$ cat config.mk
export PLATFORM = sky130hd
export DESIGN_NAME = rr_hold_arbiter_flat
export DESIGN_NICKNAME = d
export VERILOG_FILES = /design/src/rtl/arb_pkg.sv /design/src/rtl/rr_hold_arbiter_if.sv /design/src/rtl/prio_sel_n.sv /design/src/rtl/rr_hold_arbiter.sv /design/src/flat_wrapper.sv
export SDC_FILE = /design/constraint.sdc
export NUM_CORES = 1
export LEC_CHECK = 0
export ABC_AREA = 1
export CAP_MARGIN = 20
export CORE_MARGIN = 1.5
export CORE_UTILIZATION = 40
export CTS_CLUSTER_SIZE = 16
export DETAILED_ROUTE_END_ITERATION = 8
export PLACE_DENSITY_LB_ADDON = 0.3
export SYNTH_ARGS = -nofsm -noshare
export SYNTH_HDL_FRONTEND = slang
export SYNTH_SLANG_ARGS = --single-unit
$ cat constraint.sdc
create_clock -name clk -period 2.8 [get_ports clk]
set_clock_uncertainty 0.15 [all_clocks]
set_input_delay 0.56 -clock clk [delete_from_list [all_inputs] [get_ports clk]]
set_output_delay 0.56 -clock clk [all_outputs]
set_load 0.02 [all_outputs]
$ cat src/rtl/arb_pkg.sv
// Shared constants and types for the round-robin hold arbiter.
package arb_pkg;

    localparam int ARB_N        = 8;
    localparam int ARB_MAX_HOLD = 15;

    typedef enum logic {ARB_IDLE, ARB_OWN} arb_state_t;

    typedef logic [$clog2(ARB_N)-1:0] arb_id_t;

endpackage

$ cat src/rtl/rr_hold_arbiter_if.sv
// Request/grant bundle between requesters (master) and the arbiter (slave).
interface rr_hold_arbiter_if
    import arb_pkg::*;
#(
    parameter int N        = ARB_N,
    parameter int MAX_HOLD = ARB_MAX_HOLD
);
    localparam int IDW = $clog2(N);
    localparam int HW  = $clog2(MAX_HOLD + 1);

    logic           en;
    logic [N-1:0]   req;
    logic [N-1:0]   gnt;
    logic           gnt_valid;
    logic [IDW-1:0] gnt_id;
    logic [HW-1:0]  hold_cnt;
    logic           req_up;

    modport master (
        output en, req,
        input  gnt, gnt_valid, gnt_id, hold_cnt, req_up
    );

    modport slave (
        input  en, req,
        output gnt, gnt_valid, gnt_id, hold_cnt, req_up
    );

endinterface

$ cat src/rtl/prio_sel_n.sv
// N-wide fixed-priority one-hot select, highest index wins; req_up flags an
// enabled but empty request vector.
module prio_sel_n #(
    parameter int N = 8
) (
    input  logic [N-1:0] req,
    input  logic         en,
    output logic [N-1:0] gnt,
    output logic         req_up
);

    // Ascending scan so the last (highest) set bit overrides lower ones.
    always_comb begin
        gnt = '0;
        for (int i = 0; i < N; i++) begin
            if (en && req[i]) begin
                gnt    = '0;
                gnt[i] = 1'b1;
            end
        end
    end

    assign req_up = en & ~(|req);

endmodule

$ cat src/rtl/rr_hold_arbiter.sv
// Registered round-robin arbiter: the winner keeps the grant until it drops
// its request, en drops, or it has held the grant for MAX_HOLD cycles.
module rr_hold_arbiter
    import arb_pkg::*;
#(
    parameter int N        = ARB_N,
    parameter int MAX_HOLD = ARB_MAX_HOLD
) (
    input  logic             clk,
    input  logic             rst,
    rr_hold_arbiter_if.slave bus
);

    localparam int IDW = $clog2(N);
    localparam int HW  = $clog2(MAX_HOLD + 1);

    arb_state_t     state_q, state_d;
    logic [N-1:0]   gnt_q, gnt_d;
    logic [IDW-1:0] ptr_q, ptr_d;
    logic [HW-1:0]  hold_q, hold_d;
    logic           req_up_q;

    logic [N-1:0]   mask;
    logic [N-1:0]   sel_masked;
    logic [N-1:0]   sel_full;
    logic           up_masked;
    logic           up_full;
    logic [N-1:0]   winner;
    logic [IDW-1:0] winner_id;
    logic           owner_req;

    function automatic logic [IDW-1:0] onehot_to_id(input logic [N-1:0] oh);
        logic [IDW-1:0] id;
        id = '0;
        for (int i = 0; i < N; i++) begin
            if (oh[i]) begin
                id = id | IDW'(i);
            end
        end
        return id;
    endfunction

    // Only requesters below ptr compete first, so the last owner ranks last.
    assign mask = (N'(1) << ptr_q) - N'(1);

    prio_sel_n #(.N(N)) u_sel_masked (
        .req    (bus.req & mask),
        .en     (bus.en),
        .gnt    (sel_masked),
        .req_up (up_masked)
    );

    prio_sel_n #(.N(N)) u_sel_full (
        .req    (bus.req),
        .en     (bus.en),
        .gnt    (sel_full),
        .req_up (up_full)
    );

    assign winner    = up_masked ? sel_full : (|sel_masked ? sel_masked : sel_full);
    assign winner_id = onehot_to_id(winner);
    assign owner_req = |(bus.req & gnt_q);

    always_comb begin
        state_d = state_q;
        gnt_d   = gnt_q;
        ptr_d   = ptr_q;
        hold_d  = hold_q;
        unique case (state_q)
            ARB_IDLE: begin
                gnt_d  = '0;
                hold_d = '0;
                if (bus.en && (|bus.req)) begin
                    state_d = ARB_OWN;
                    gnt_d   = winner;
                    ptr_d   = winner_id;
                    hold_d  = HW'(1);
                end
            end
            ARB_OWN: begin
                if (!bus.en) begin
                    state_d = ARB_IDLE;
                    gnt_d   = '0;
                    hold_d  = '0;
                end else if (owner_req && (hold_q < HW'(MAX_HOLD))) begin
                    hold_d = hold_q + HW'(1);
                end else if (|bus.req) begin
                    // Release with anyone still asking: hand over on this edge.
                    gnt_d  = winner;
                    ptr_d  = winner_id;
                    hold_d = HW'(1);
                end else begin
                    state_d = ARB_IDLE;
                    gnt_d   = '0;
                    hold_d  = '0;
                end
            end
            default: begin
                state_d = ARB_IDLE;
                gnt_d   = '0;
                hold_d  = '0;
            end
        endcase
    end

    always_ff @(posedge clk or posedge rst) begin
        if (rst) begin
            state_q  <= ARB_IDLE;
            gnt_q    <= '0;
            ptr_q    <= IDW'(N - 1);
            hold_q   <= '0;
            req_up_q <= 1'b0;
        end else begin
            state_q  <= state_d;
            gnt_q    <= gnt_d;
            ptr_q    <= ptr_d;
            hold_q   <= hold_d;
            req_up_q <= up_full;
        end
    end

    assign bus.gnt       = gnt_q;
    assign bus.gnt_valid = |gnt_q;
    assign bus.gnt_id    = onehot_to_id(gnt_q);
    assign bus.hold_cnt  = hold_q;
    assign bus.req_up    = req_up_q;

endmodule

$ cat src/flat_wrapper.sv
// flat-port wrapper written by rule: the top's interface ports become plain ports
module rr_hold_arbiter_flat import arb_pkg::*;
#(
    parameter int N        = ARB_N,
    parameter int MAX_HOLD = ARB_MAX_HOLD
)
  (clk, rst, bus_en, bus_req, bus_gnt, bus_gnt_valid, bus_gnt_id, bus_hold_cnt, bus_req_up);
  rr_hold_arbiter_if #(.N(N), .MAX_HOLD(MAX_HOLD)) bus_i ();
  input  logic clk;
  input  logic rst;
  input wire logic [$bits(bus_i.en)-1:0] bus_en;
  input wire logic [$bits(bus_i.req)-1:0] bus_req;
  output wire logic [$bits(bus_i.gnt)-1:0] bus_gnt;
  output wire logic [$bits(bus_i.gnt_valid)-1:0] bus_gnt_valid;
  output wire logic [$bits(bus_i.gnt_id)-1:0] bus_gnt_id;
  output wire logic [$bits(bus_i.hold_cnt)-1:0] bus_hold_cnt;
  output wire logic [$bits(bus_i.req_up)-1:0] bus_req_up;
  assign bus_i.en = bus_en;
  assign bus_i.req = bus_req;
  assign bus_gnt = bus_i.gnt;
  assign bus_gnt_valid = bus_i.gnt_valid;
  assign bus_gnt_id = bus_i.gnt_id;
  assign bus_hold_cnt = bus_i.hold_cnt;
  assign bus_req_up = bus_i.req_up;
  rr_hold_arbiter #(.N(N), .MAX_HOLD(MAX_HOLD)) u_core (.clk(clk), .rst(rst), .bus(bus_i));
endmodule
==> metrics.md <==
| Metric | Value |
|---|---|
| Die Height | `~63 µm` |
| Layout cells sized above 1 | `0.188` |
| Gpl congestion | `0.900` |
| Reg clk slew, reported paths | `roughly 0.10 ns` |
| Drt total wl | `3500 µm` |
| FF+latch count, synth | `17` |
| Max FO, Critical Path | `7` |
| Routed WL per cell | `12.5 µm` |
| CTS root buffer | `clkbuf_4` |
| Top cells by count, synth | `51 x nand2_1, 27 x nor2_1, 18 x inv_1, 17 x nand3_1, 14 x dfrtp_1` |
| H-Tree Depth | `1` |
| # clock sinks | `17` |
| Rel. slew slack | `0.580` |
| Number of remaining DRC errors | `0` |
| Total of max-cap violations | `0` |
| Post-synth EDFFs | `0` |
| Seq/Total Area, Yosys | `0.302` |
| Worst hold margin | `0.346 ns` |
| Area growth from synthesis to layout | `23.9%` |
| 1st-iter DRT viols | `40` |
| Pwr per Cell Area | `about 860 nW/µm²` |
| Final min period | `around 2.4 ns` |
| Postcts setup bufs | `0` |
| Tightest Pin Transition | `~0.63 ns` |
| Antenna cells | `0` |
| Cell area after synthesis | `roughly 1400 µm²` |
| Synth Flop Type | `dfrtp_1` |
| Final Slew Violations | `0` |
| Antenna Nets Post-Route | `0` |
| Final Util | `0.524` |
| Total GRT Usage | `0.192` |
| Reg2Reg Capture Point | `u_core.bus.gnt[4]` |
| Count of cell types in the netlist | `34` |
| Endpoint type of the worst setup path | `flop` |
| Vias post-DR | `around 1400` |
| Leakage | `0.818 nW` |
| DR vias/cell | `4.94` |
| FMAX | `a little over 0.4 GHz` |
| Initial core utilization | `0.423` |
| Global-route wire length before repair | `6110 µm` |
| Ys async rst share | `1.00` |
| TritonCTS clock tree | `yes` |
| Most common cell in the netlist | `nand2_1` |
| Status | `complete, no violations` |
| Final Hold Viols | `0` |
| Hold Path End | `u_core.bus.hold_cnt[0]` |
| Area leader, netlist | `dfrtp_1` |
| Remaining Overflow, GRT | `0` |
| Initial DRT Pass Iterations | `4` |
| Die X | `~63 µm` |
| CTS buffer count | `3` |
| RR Startpoint | `u_core.ptr_q[2]` |
| Final TNS setup | `0 ns` |
| Crit path launch type | `flop` |
| Row Count | `21` |
| Worst EP arrival | `2.54 ns` |
| Final-stage net count | `248` |
| WS Path Type | `reg -> reg` |
| Vias in the first global route | `1351` |
| Skew-Pair Late Insertion Delay | `approximately 0.30 ns` |
| Area contributors post-synth | `dfrtp_1 25%, nand2_1 13%, nor2_1 7.1%` |
| Hold Path Stages | `1` |
| Post-synth top area share | `0.246` |
| Cts repair resizes | `0` |
| R2R depth | `15` |
| Core area | `3360 µm²` |
| Peak supply drop | `between 0.4 and 0.5 mV` |
| Worst Hold Class | `reg -> reg` |
| Final setup viols | `0` |
| Required @ worst endpoint | `2.89 ns` |
| Hold-fix buffer count after cts | `0` |
| Reg2Reg Setup Slack | `0.35 ns` |
| Largest net degree at the start of global routing | `18` |
| Die area | `3920 µm²` |
| Port bufs | `27` |
| Post-DP HPWL | `2840 µm` |
| Worst Hold Launch | `u_core.state_q` |
| Syn Nets | `218` |
| RSZ-0062 raised after global routing | `no` |
| Bufs on Longest Clock Path | `2` |
| Final period utilization | `0.874` |
| Synthesized area per cell | `6.93 µm²` |
| Yosys warning count | `0` |
| Fill count | `roughly 380` |
| Post-Syn Instances | `approximately 210` |
| Top-Level Pins | `28` |
| Number of antenna violations at the first check in global routing | `0` |
-- cells in the final DEF, fill, tap and decap left out, types with 6 or more instances in the layout --
| cell type | synthesis | layout |
|---|---|---|
| nand2_2 | 8 | 8 |
| nor2_1 | 27 | 27 |
| nor2_4 | 6 | 6 |
| nand2_1 | 51 | 51 |
| o21ai_0 | 6 | 6 |
| inv_1 | 18 | 18 |
| nand3_1 | 17 | 17 |
| dfrtp_1 | 14 | 14 |
| inv_2 | 8 | 8 |
| clkdlybuf4s50_1 | 0 | 27 |
-- logic make-up after synthesis --
group	Yosys count	share of synthesized area
compound gates	21	0.0907
xor+xnor	1	0.00616
flops	17	0.302
simple gates	133	0.492
fa+ha+maj	2	0.0176
buf+inv	31	0.0915
-- report_power, final --
group / switching [mW] / internal, mW / total, mW
logic: 0.610 / 0.376 / 0.986
clock network: 0.0764 / 0.0556 / 0.132
registers: 0.0857 / 0.316 / 0.402
total: 0.772 / 0.748 / 1.52
-- flip-flops by register name, summed over array words and instances, names as in the netlist --
| signal | count |
|---|---|
| u_core.bus.gnt | 8 |
| u_core.bus.hold_cnt | 4 |
| u_core.ptr_q | 3 |
| u_core.bus.req_up | 1 |
| u_core.state_q | 1 |
-- worst max-delay path: stages, from the launching register on --
cell and delay, ns:
dfstp_2 0.62, inv_2 0.12, nand2_1 0.12, ha_1 0.25
inv_1 0.09, a21boi_1 0.16, nand2_1 0.07, nor2_1 0.16
nand2_1 0.07, nand2_1 0.07, nor2_1 0.07, nor2_4 0.12
nand3_1 0.12, nand2_1 0.08, nand2_1 0.06, o21ai_2 0.06
-- cell type report --
cell class	count	area [µm²]	share of cell area
Clock buffer	4	26.3	0.0149
Inverter	27	101	0.0575
Multi-Input combinational cell	157	862	0.489
Sequential cell	17	429	0.244
Tap cell	46	57.6	0.0327
Timing Repair Buffer	29	285	0.162
-- per-layer routing --
layer,GRT usage,wire length [µm],part of all wire,vias up
met5,0,0,0,-
met4,0.0528,62,0.018,0
met3,0.0396,93,0.027,8
met2,0.321,1610,0.46,27
met1,0.251,1730,0.50,622
li1,-,-,-,726
-- per-stage QoR --
| step | cell area, µm² | cells | power [mW] | setup WS, ns |
|---|---|---|---|---|
| finish | 1760 | 280 | 1.52 | 0.352 |
| global route | 1760 | 280 | 1.65 | 0.0599 |
| CTS | 1760 | 280 | 1.53 | 0.343 |
| detailed placement | 1740 | 276 | 1.39 | 0.296 |
| global placement | 1740 | 276 | 1.39 | 0.280 |
| floorplan | 1420 | 205 | 1.12 | 0.698 |
-- worst max-delay path by stage --
stage,startpoint,to,slack (ns)
6_report,u_core.ptr_q[2],u_core.bus.gnt[4],0.35
5_1_grt,u_core.ptr_q[2],u_core.bus.gnt[4],0.06
4_1_cts,u_core.ptr_q[2],u_core.bus.gnt[0],0.34
3_5_place_dp,bus_req[3],u_core.bus.gnt[4],0.30
3_3_place_gp,bus_req[2],u_core.bus.gnt[4],0.28
2_1_floorplan,u_core.ptr_q[1],u_core.bus.gnt[4],0.70
Power figures use the tool's default switching activity.
